`src/rtl/lfsr_pkg.sv`:
```
// Shared LFSR definitions: default width, tap mask, checker FSM states and next-value function.
package lfsr_pkg;

    localparam int unsigned LFSR_WIDTH_DEF = 6;
    localparam int unsigned LFSR_MAX_W     = 32;
    localparam logic [LFSR_WIDTH_DEF-1:0] LFSR_TAP_MASK = 6'b110000;

    typedef enum logic [1:0] {
        ST_SEARCH = 2'd0,
        ST_VERIFY = 2'd1,
        ST_LOCKED = 2'd2
    } lfsr_state_e;

    // Taps sit on the two top bits of a w-bit register (x^w + x^(w-1) + 1).
    function automatic logic [LFSR_MAX_W-1:0] lfsr_tap_mask(input int unsigned w);
        return 32'd3 << (w - 32'd2);
    endfunction

    function automatic logic [LFSR_MAX_W-1:0] lfsr_next(input logic [LFSR_MAX_W-1:0] cur,
                                                         input int unsigned w);
        logic [LFSR_MAX_W-1:0] keep;
        logic                  fb;
        keep = (32'd1 << w) - 32'd1;
        fb   = ^(cur & lfsr_tap_mask(w));
        return ((cur << 1) | {{(LFSR_MAX_W-1){1'b0}}, fb}) & keep;
    endfunction

endpackage

```
`src/rtl/lfsr_predict.sv`:
```
// Expected-value register: load seeds it with next(seed), advance steps it along the sequence.
module lfsr_predict
    import lfsr_pkg::*;
#(
    parameter int unsigned WIDTH = LFSR_WIDTH_DEF
) (
    input  logic             clk_i,
    input  logic             reset_i,
    input  logic             load_i,
    input  logic             advance_i,
    input  logic [WIDTH-1:0] load_val_i,
    output logic [WIDTH-1:0] expected_o
);

    logic [WIDTH-1:0] exp_q;
    logic [WIDTH-1:0] exp_d;
    logic [WIDTH-1:0] src_s;

    // Load takes priority over advance; both produce the successor of their source.
    always_comb begin
        src_s = exp_q;
        exp_d = exp_q;
        if (load_i) begin
            src_s = load_val_i;
        end else begin
            src_s = exp_q;
        end
        if (load_i || advance_i) begin
            exp_d = WIDTH'(lfsr_next(LFSR_MAX_W'(src_s), WIDTH));
        end else begin
            exp_d = exp_q;
        end
    end

    // Expected-value register.
    always_ff @(posedge clk_i or posedge reset_i) begin
        if (reset_i) begin
            exp_q <= {WIDTH{1'b0}};
        end else begin
            exp_q <= exp_d;
        end
    end

    assign expected_o = exp_q;

endmodule

```
`config.mk`:
```
export PLATFORM = sky130hd
export DESIGN_NAME = lfsr_predict
export DESIGN_NICKNAME = d
export VERILOG_FILES = /design/src/rtl/lfsr_pkg.sv /design/src/rtl/lfsr_predict.sv
export SDC_FILE = /design/constraint.sdc
export NUM_CORES = 1
export LEC_CHECK = 0
export BUFFER_PORTS_ARGS = -buffer_cell sky130_fd_sc_hd__buf_2
export CAP_MARGIN = 10
export CORE_AREA = 2 2 39 41
export CTS_BUF_LIST = sky130_fd_sc_hd__clkbuf_16
export DETAILED_ROUTE_END_ITERATION = 10
export DIE_AREA = 0 0 41 43
export GPL_TIMING_DRIVEN = 0
export SLEW_MARGIN = 30
export SYNTH_ARGS = -nofsm -noshare
export SYNTH_HDL_FRONTEND = slang
export SYNTH_SLANG_ARGS = --single-unit
export TNS_END_PERCENT = 5
```
`constraint.sdc`:
```
create_clock -name clk_i -period 1 [get_ports clk_i]
set_input_delay 0.3 -clock clk_i [delete_from_list [all_inputs] [get_ports clk_i]]
set_output_delay 0.3 -clock clk_i [all_outputs]
set_load 0.01 [all_outputs]
```
== After elaboration in Yosys (flattened, before gate mapping) ==
Index checks and enable logic that the tools add are counted.
Storage, ports and cells
  flip-flop bits (word level): 6
  bits of input ports: 10
  word-level logic and storage cells: 5
Cells by class
  multiplexer cells: 1
  bitwise logic cells: 1
  reduce and logical (&&, ||, !) cells: 2
Operators by type and width (count)
  32-bit parity: 1
  6-bit two-way mux: 1
  6-bit by 1-bit bitwise OR with 6-bit output: 1
  1-bit logical OR: 1

== Depth between registers and ports, before layout ==
Gate-level depths: netlist of run 1.
  depth in word-level cells: 3
  gate-level depth with buffers: 3
  mapped depth without buffers: 3

== Worst setup path before layout of run 1 ==
Ideal clock, no wire load.
  kind: reg-to-reg
  from: register exp_q[4] (netlist: expected_o[4])
  to: register exp_q[0] (netlist: expected_o[0])
  setup time: 0.124 ns
  arrival: 0.773 ns
  required time: 0.876 ns
  path slack: 0.103 ns
  cell stages (with the launch flop): 4
  path buffers: 0
  period minus slack after synthesis: 0.897 ns
  cells stage by stage: dfrtp_1 > xor2_1 > mux2i_1 > o21ai_1
On the way
  word-level cells in the longest chain between the ends: 3
Ends and longest elaborated chain
  start: declaration: line lfsr_predict.sv:15  | logic [WIDTH-1:0] exp_q;
  start signal: assignment: line lfsr_predict.sv:38  | exp_q <= {WIDTH{1'b0}};
  start signal: assignment: line lfsr_predict.sv:40  | exp_q <= exp_d;
  6-bit two-way mux: line lfsr_predict.sv:23  | if (load_i) begin
  32-bit parity: line lfsr_pkg.sv:24  | fb = ^(cur & lfsr_tap_mask(w));
  6-bit by 1-bit bitwise OR with 6-bit output: line lfsr_pkg.sv:25  | return ((cur << 1) | {{(LFSR_MAX_W-1){1'b0}}, fb}) & keep;
No other way between the ends.
A chain may end at the register's enable or synchronous reset.

== Worst setup path after layout of run 1 ==
  from: register exp_q[5] (netlist: expected_o[5])
  to: output port expected_o[5]
RTL lines
  end: declaration: line lfsr_predict.sv:12  | output logic [WIDTH-1:0] expected_o
No word-level cell between the ends.

==> impl_metrics.ini, run 1 <==
[outcome]
status = complete, but fails checks
violations = negative setup slack

[detailed_routing]
drtIter0Drc = 0
drtAntennaViolNets = 0
drc = 0
viasPerCell = 3.98
vias = 255
dr.pass1.iters = 1
wl_um = 611
wl_per_cell_um = 9.55

[synth]
synthCells = 29
syn_area_sq_um = 300
yosys.area.top_type_share_pct = 50.0
synth_top_family_by_area = multiplexers
synth_compound_area_share_pct = 10.0
seq_area_frac_synth_pct = 50.0
synth_edf_count = 0
synthMuxAreaShare_pct = 20.0
synth-main-ff-cell = dfrtp_1
yosys.area_share.simple_pct = 7.50
netlist_top_cells_count = dfrtp_1 (6), mux2i_1 (6), nand2_1 (6)
synthAdderAreaFrac_pct = 0
ys_async_sr_fraction_pct = 100
ys_seq_elements = 6
yosys.area.top_type = dfrtp_1
synth.area.top_cells = dfrtp_1 (50%), mux2i_1 (20%), o21ai_0 (8.3%), nand2_1 (7.5%), xor2_1 (5.8%)
synth_area_per_cell_sq_um = 10.4
yosysUniqueCellTypes = 9
synth.net_count = 39
ys_warn_count = 0
yosys.area_share.xor_xnor_pct = 5.83

[final_layout]
drive_above_1_share_pct = 41.7
multiInputGateArea_sq_um = 130
regArea_sq_um = 150
synthToLayoutAreaGrowth_pct = 62.1
fill_cells = 151
postLayoutCellArea_sq_um = 487
final_cells = 64
nets = 60
largest_reg_flops = 6
antenna_cells = 0

[critical_path]
crit_path_max_incr_delay_ns = 0.39
required_ns = 0.70
worstSetupPathType = reg2out
slowest_stage = dfrtp_1
worstPathMaxFanout = 3
cp_cell_sequence = buf_2
worstSetupStartpointType = flop
rrSetupSlack_ns = 0.01
r2r-end = expected_o[0]
end_kind = output pin
crit_arrival_ns = 0.76
cp.depth = 1
timing.rr.start = expected_o[4]
critical_path_buf_inv_count = 1
crit_family = flip-flops
worstRegToRegCells = 4

[cts]
cts_tree = yes
insertion_delay_ns = 0.23
clockBufferDepth = 2
cts_buffers = 3
clk_pin_slew_ns = 0.03
cts-root-buf = clkbuf_16
cts_max_level = 1
cts_sinks = 6

[job]
maxCapViolCount = 0

[grt]
grt_max_degree = 11
antenna_found_initial = 0
grt_usage_pct = 9.08
grt_first_pass_wirelength_um = 924
overflow = 0
grt_pass1_vias = 238

[min_path]
hold_path_depth = 3
hold_end = expected_o[4]
hp-start = load_val_i[3]
min_path_type = in2reg

[timing]
min_period_over_period_pct = 106
rsz0062_at_grt = true
hold_viol_final = 0
worst_slack_ns = -0.0591
fmax_ghz = 0.944
skew_ns = 0.00236
slew_viol_final = 0
period_needed_ns = 1.06
worstMarginPinSlew_ns = 0.240
setup_viol_count_final = 6
slew_headroom_pct = 84.0

[die]
rows = 14
core_sq_mm = 0.00138
start_util_pct = 21.7
die_h_um = 43
die_area_sq_mm = 0.00176
die_w_um = 41
io_pins = 16

[power]
vdd_drop_max_mv = 0.774
p_total_uw = 1080
powerDensity_mw_per_mm2 = 2220
p_leak_uw = 0.000258

[placement]
placed_cells = 59
port-buffer-count = 14
postPlaceCellArea_sq_um = 390
gp_congestion = 0.665
## repair_timing
action | 4_1_cts | 5_1_grt
hold buffers | 1 | 0
resized for setup | 0 | 1
pin swaps | 0 | 1
buffers inserted | 1 | 0
hold endpoints to repair | 6 | 0
setup endpoints to repair | 6 | 7
## final cells by class
type / count / area share, %
Sequential cell: 6 / 30.8
Multi-Input combinational cell: 20 / 26.7
Timing Repair Buffer: 16 / 18.8
Clock buffer: 3 / 15.4
Tap cell: 16 / 4.11
Buffer: 2 / 3.34
Inverter: 1 / 0.771
## layer usage
metal / vias to the layer above / GRT usage [%] / wire (um)
li1: 136 / - / -
met5: - / 0 / 0
met4: 0 / 8.00 / 12
met2: 11 / 11.3 / 273
met3: 2 / 7.85 / 67
met1: 106 / 8.82 / 258
## cells by family after synthesis
family / Yosys count
xor gates and xnor gates: 2
DFF: 6
and+or+nand+nor: 6
buffers and inverters: 3
AOI/OAI and AO/OA: 6
muxes: 6
## layout by cell type (no fill, tap or decap)
cell	n
o21ai_1	1
clkbuf_16	3
dlygate4sd3_1	1
buf_6	2
o21ai_0	5
dfrtp_1	6
buf_2	14
nand2_1	6
xor2_1	2
clkbuf_2	1
mux2i_1	6
inv_1	1
## how the worst max path moves through the flow
stage / startpoint / end / slack (ns)
after floorplan: expected_o[4] / expected_o[0] / 0.10
after global placement: expected_o[4] / expected_o[0] / 0.1
after CTS: expected_o[5] / expected_o[5] / -0.07
final: expected_o[5] / expected_o[5] / -0.06
after detailed placement: expected_o[4] / expected_o[0] / 0.08
after global routing: expected_o[4] / expected_o[0] / -0.10
## stage by stage
step                hold slack [ns]  util (%)  setup TNS, ns  setup slack, ns
floorplan                    0.0910         -              0            0.103
global placement              0.220      28.2              0           0.0992
detailed placement            0.228      28.2              0           0.0797
CTS                           0.275      34.9         -0.344          -0.0684
global route                  0.299      35.2         -0.559           -0.100
finish                        0.276      35.2         -0.304          -0.0591
## where the power goes
group          switching [uW]  internal (uW)  total (uW)
logic                    68.2           75.7         144
clock network             134            513         647
registers                19.4            272         292
total                     221            861        1080
(Power assumes the default switching activity.)
==> run 2: changes to the inputs <==
==> constraint.sdc (replaced) <==
create_clock -name clk_i -period 1 [get_ports clk_i]
set_input_delay 0.1 -clock clk_i [delete_from_list [all_inputs] [get_ports clk_i]]
set_output_delay 0.1 -clock clk_i [all_outputs]
set_load 0.01 [all_outputs]
==> run 2 against run 1 <==
Net effect:
- the run now ends clean
- sequential power about the same
- clock skew increased by 0.00055 ns
- setup slack improved by 0.15 ns
- power shrank 0.64%
- critical path depth increased by 2
- sequential cell count stayed put
- die area did not move
- global-route usage stayed put
- clock power hardly changed
- non-clock buffer count down 1
- first-iteration DRC count is the same
==> impl_metrics.ini, run 2 (synthesis results as in run 1) <==
[final_layout]
nets = 59
antenna_cells = 0
largest_reg_flops = 6
drive_above_1_share_pct = 40.4
layout_commonest_cell = buf_2
final_cell_mix = buf_2 (14), mux2i_1 (6), nand2_1 (6), dfrtp_1 (6), o21ai_0 (5)
synthToLayoutAreaGrowth_pct = 58.3
final_cells = 63

[detailed_routing]
drtIter0Drc = 0
wl_per_cell_um = 9.62
viasPerCell = 4.10
vias = 258
drtAntennaViolNets = 0
drc = 0
dr.pass1.iters = 1
wl_um = 606

[min_path]
hold_path_depth = 3
min_path_type = in2reg

[timing]
worstMarginPinSlew_ns = 0.235
setup_viol_count_final = 0
min_period_over_period_pct = 90.7
slew_headroom_pct = 84.3
fin_setup_tns_ns = 0
slew_viol_final = 0
rsz0062_at_grt = true
hold_viol_final = 0
period_needed_ns = 0.907
fmax_ghz = 1.10
skew_ns = 0.00291
worst_slack_ns = 0.0931

[cts]
insertion_delay_ns = 0.23
cts_tree = yes
cts_sinks = 6
cts_buffers = 3
clockBufferDepth = 2
cts_max_level = 1
clk_pin_slew_ns = 0.03
post_cts_resize_count = 0
cts-root-buf = clkbuf_16
cts_setup_buffers = 0

[placement]
placed_cells = 59
port-buffer-count = 14
gp_congestion = 0.665
dp_slack_ns = 0.0797

[die]
io_pins = 16
die_w_um = 41
rows = 14
core_sq_mm = 0.00138
start_util_pct = 21.7
die_h_um = 43
die_area_sq_mm = 0.00176

[critical_path]
crit_arrival_ns = 1.02
worstPathMaxFanout = 4
worstRegToRegCells = 3
end_kind = flop
worstSetupPathType = reg2reg
required_ns = 1.11
worstSetupStartpointType = flop

[power]
vdd_drop_max_mv = 0.776
p_leak_uw = 0.000252
powerDensity_mw_per_mm2 = 2260

[outcome]
status = finished, final reports clean

[grt]
grt_usage_pct = 9.08
grt_first_pass_wirelength_um = 924
overflow = 0
grt_pass1_vias = 238
antenna_found_initial = 0
grt_max_degree = 11

[job]
maxCapViolCount = 0
[run 2: worst paths after layout]
path | start | end | slack [ns]
worst max-delay path | expected_o[4] | expected_o[0] | 0.09
worst min-delay path | load_val_i[3] | expected_o[4] | 0.07
worst max register to register | expected_o[4] | expected_o[0] | 0.09
worst min register to register | expected_o[0] | expected_o[0] | 0.59
max in group asynchronous | reset_i | expected_o[0] | 0.48
min in group asynchronous | reset_i | expected_o[2] | 0.33
[run 2: metrics by stage]
stage | hold slack [ns] | cell area, sq um | total power (uW) | util (%)
final | 0.0734 | 475 | 1080 | 34.4
after CTS | 0.0750 | 475 | 1090 | 34.4
after global placement | 0.0196 | 390 | 428 | 28.2
after detailed placement | 0.0276 | 390 | 431 | 28.2
after global routing | 0.100 | 475 | 1120 | 34.4
after floorplan | -0.109 | 300 | 372 | -
[run 2: final cells by class]
class | instances | area (sq um)
Fill cell | 153 | 908
Clock buffer | 3 | 75.1
Multi-Input combinational cell | 20 | 130
Tap cell | 16 | 20.0
Timing Repair Buffer | 15 | 80.1
Sequential cell | 6 | 150
Buffer | 2 | 16.3
Inverter | 1 | 3.75
[run 2: per-layer routing]
metal / global-route usage (%) / share of wire (%)
met1: 8.82 / 42
met2: 11.3 / 45
met3: 7.85 / 11
met4: 8.00 / 2.0
met5: 0 / 0
[run 2: report_power, final]
part / switching, uW / internal [uW] / leakage (uW)
Combinational: 64.1 / 68.0 / 0.000142
Sequential: 21.9 / 272 / 0.0000729
Clock: 136 / 513 / 0.0000370
[run 2: critical path: stages, from the launching register on]
cell and delay (ns):
dfrtp_1 0.40, xor2_1 0.15, mux2i_1 0.15, o21ai_1 0.08
[run 2: repair_timing]
item                                    CTS  global route
hold buffers                              1             0
endpoints found under the hold margin     6             0
endpoints found under the setup margin    0             1
==> run 3: changes to the inputs <==
- CELL_PAD_IN_SITES_DETAIL_PLACEMENT: default -> 2
- CELL_PAD_IN_SITES_GLOBAL_PLACEMENT: default -> 2
- CORE_AREA: 2 2 39 41 -> default
- CORE_MARGIN: default -> 2
- CORE_UTILIZATION: default -> 22
- DIE_AREA: 0 0 41 43 -> default
- PLACE_DENSITY_LB_ADDON: default -> 0.1
==> run 3 against run 2 <==
Net effect:
- non-clock buffer count is the same
- final cell count fell by 1.6%
- register-to-register slack about the same
- core utilization increased by 2.5 points
- sequential power barely moved
- count of clock-buffer cells in the layout is the same
- combinational power is 5% higher
- largest power group unchanged
- first-iteration DRC count is the same
- hold slack better by 0.0060 ns
- highest routed layer is now met3
- maximum frequency grew 0.18%
==> impl_metrics.ini, run 3 (synthesis results as in run 1) <==
[cts]
clk_pin_slew_ns = 0.04
cts-root-buf = clkbuf_16
cts_tree = yes
clockBufferDepth = 2
cts_setup_buffers = 0
post_cts_resize_count = 0
cts_buffers = 3
hold_buffers = 1
cts_max_level = 1
cts_sinks = 6
insertion_delay_ns = 0.23

[detailed_routing]
wl_per_cell_um = 13.9
vias = 270
drtAntennaViolNets = 0
dr.pass1.iters = 1
wl_um = 862
viasPerCell = 4.35
drc = 0
drtIter0Drc = 0

[final_layout]
final_cells = 62
largest_reg_flops = 6
antenna_cells = 0
regArea_sq_um = 150
synthToLayoutAreaGrowth_pct = 57.9
layout_commonest_cell = buf_2
fill_cells = 152
nets = 59
multiInputGateArea_sq_um = 130
final_core_util_pct = 36.9
postLayoutCellArea_sq_um = 474
final_cell_mix = buf_2 (14), mux2i_1 (6), nand2_1 (6), dfrtp_1 (6), o21ai_0 (5)
drive_above_1_share_pct = 40.4

[timing]
slew_viol_final = 0
rsz0062_at_grt = false
fin_setup_tns_ns = 0
period_needed_ns = 0.905
worst_slack_ns = 0.0947
setup_viol_count_final = 0
slew_headroom_pct = 83.5
hold_viol_final = 0
fmax_ghz = 1.10
skew_ns = 0.00213
worstMarginPinSlew_ns = 0.247
min_period_over_period_pct = 90.5

[die]
core_sq_mm = 0.00128
die_w_um = 40.9
rows = 13
die_h_um = 40.9
die_area_sq_mm = 0.00168
io_pins = 16
start_util_pct = 23.4

[placement]
dp_slack_ns = 0.0863
postPlaceCellArea_sq_um = 389
port-buffer-count = 14
gp_congestion = 0.694
placed_cells = 58

[grt]
grt_usage_pct = 13.4
use_met2_pct = 22.7
met3_usage_pct = 8.15
met1_usage_pct = 14.2
grt_pass1_vias = 296
top_usage_layer = met2
grt_max_degree = 11
overflow = 0
antenna_found_initial = 0
grt_first_pass_wirelength_mm = 1.33

[power]
powerDensity_mw_per_mm2 = 2300
vdd_drop_max_mv = 1.44
p_leak_uw = 0.000252

[critical_path]
worstSetupPathType = reg2reg
crit_family = flip-flops
cp_cell_sequence = xor2_1 -> mux2i_1 -> o21ai_1
end_kind = flop
slowest_stage = dfrtp_1
crit_arrival_ns = 1.01
critical_path_buf_inv_count = 0
required_ns = 1.11
worstSetupStartpointType = flop
worstPathMaxFanout = 4
crit_path_max_incr_delay_ns = 0.41

[outcome]
status = finished, final reports clean

[job]
maxCapViolCount = 0

[min_path]
min_path_type = in2reg
==> run 3: cell counts in the layout (fill, tap and decap cells not counted) <==
Identical to the previous run, type by type.
==> run 3: through the flow <==
step | total power, uW | hold slack (ns)
4_1_cts | 1110 | 0.0802
2_1_floorplan | 372 | -0.109
3_3_place_gp | 428 | 0.0233
6_report | 1090 | 0.0794
3_5_place_dp | 436 | 0.0371
5_1_grt | 1150 | 0.101
==> run 3: worst paths after layout <==
path	startpoint	endpoint	slack (ns)	depth (start not counted)
max	expected_o[4]	expected_o[0]	0.09	3
min	load_val_i[3]	expected_o[4]	0.08	3
max reg2reg	expected_o[4]	expected_o[0]	0.09	3
min reg2reg	expected_o[2]	expected_o[2]	0.60	2
max in group asynchronous	reset_i	expected_o[1]	0.46	3
min in group asynchronous	reset_i	expected_o[3]	0.34	3
==> run 3: cell type report <==
cell class,instances,share of cell area (%)
timing repair buffer,15,16.9
tap,15,3.96
sequential,6,31.7
buffer,2,3.43
clock buffer,3,15.8
inverter,1,0.792
multi-input combinational,20,27.4
==> run 3: layer usage <==
layer / up-vias / routed length [um]
met5: - / 0
met3: 0 / 67
li1: 133 / -
met4: 0 / 0
met2: 11 / 484
met1: 126 / 310
==> run 3: where the power goes <==
group | internal, uW | switching, uW | total, uW
combinational | 67.9 | 70.9 | 139
clock | 514 | 143 | 657
sequential | 272 | 24.9 | 297
total | 854 | 239 | 1090
==> run 3: tightest hold or removal path, delay by kind of cell <==
family	cells	cell delay, ns
simple gates	1	0.04
buf+inv	1	0.08
compound gates	1	0.06
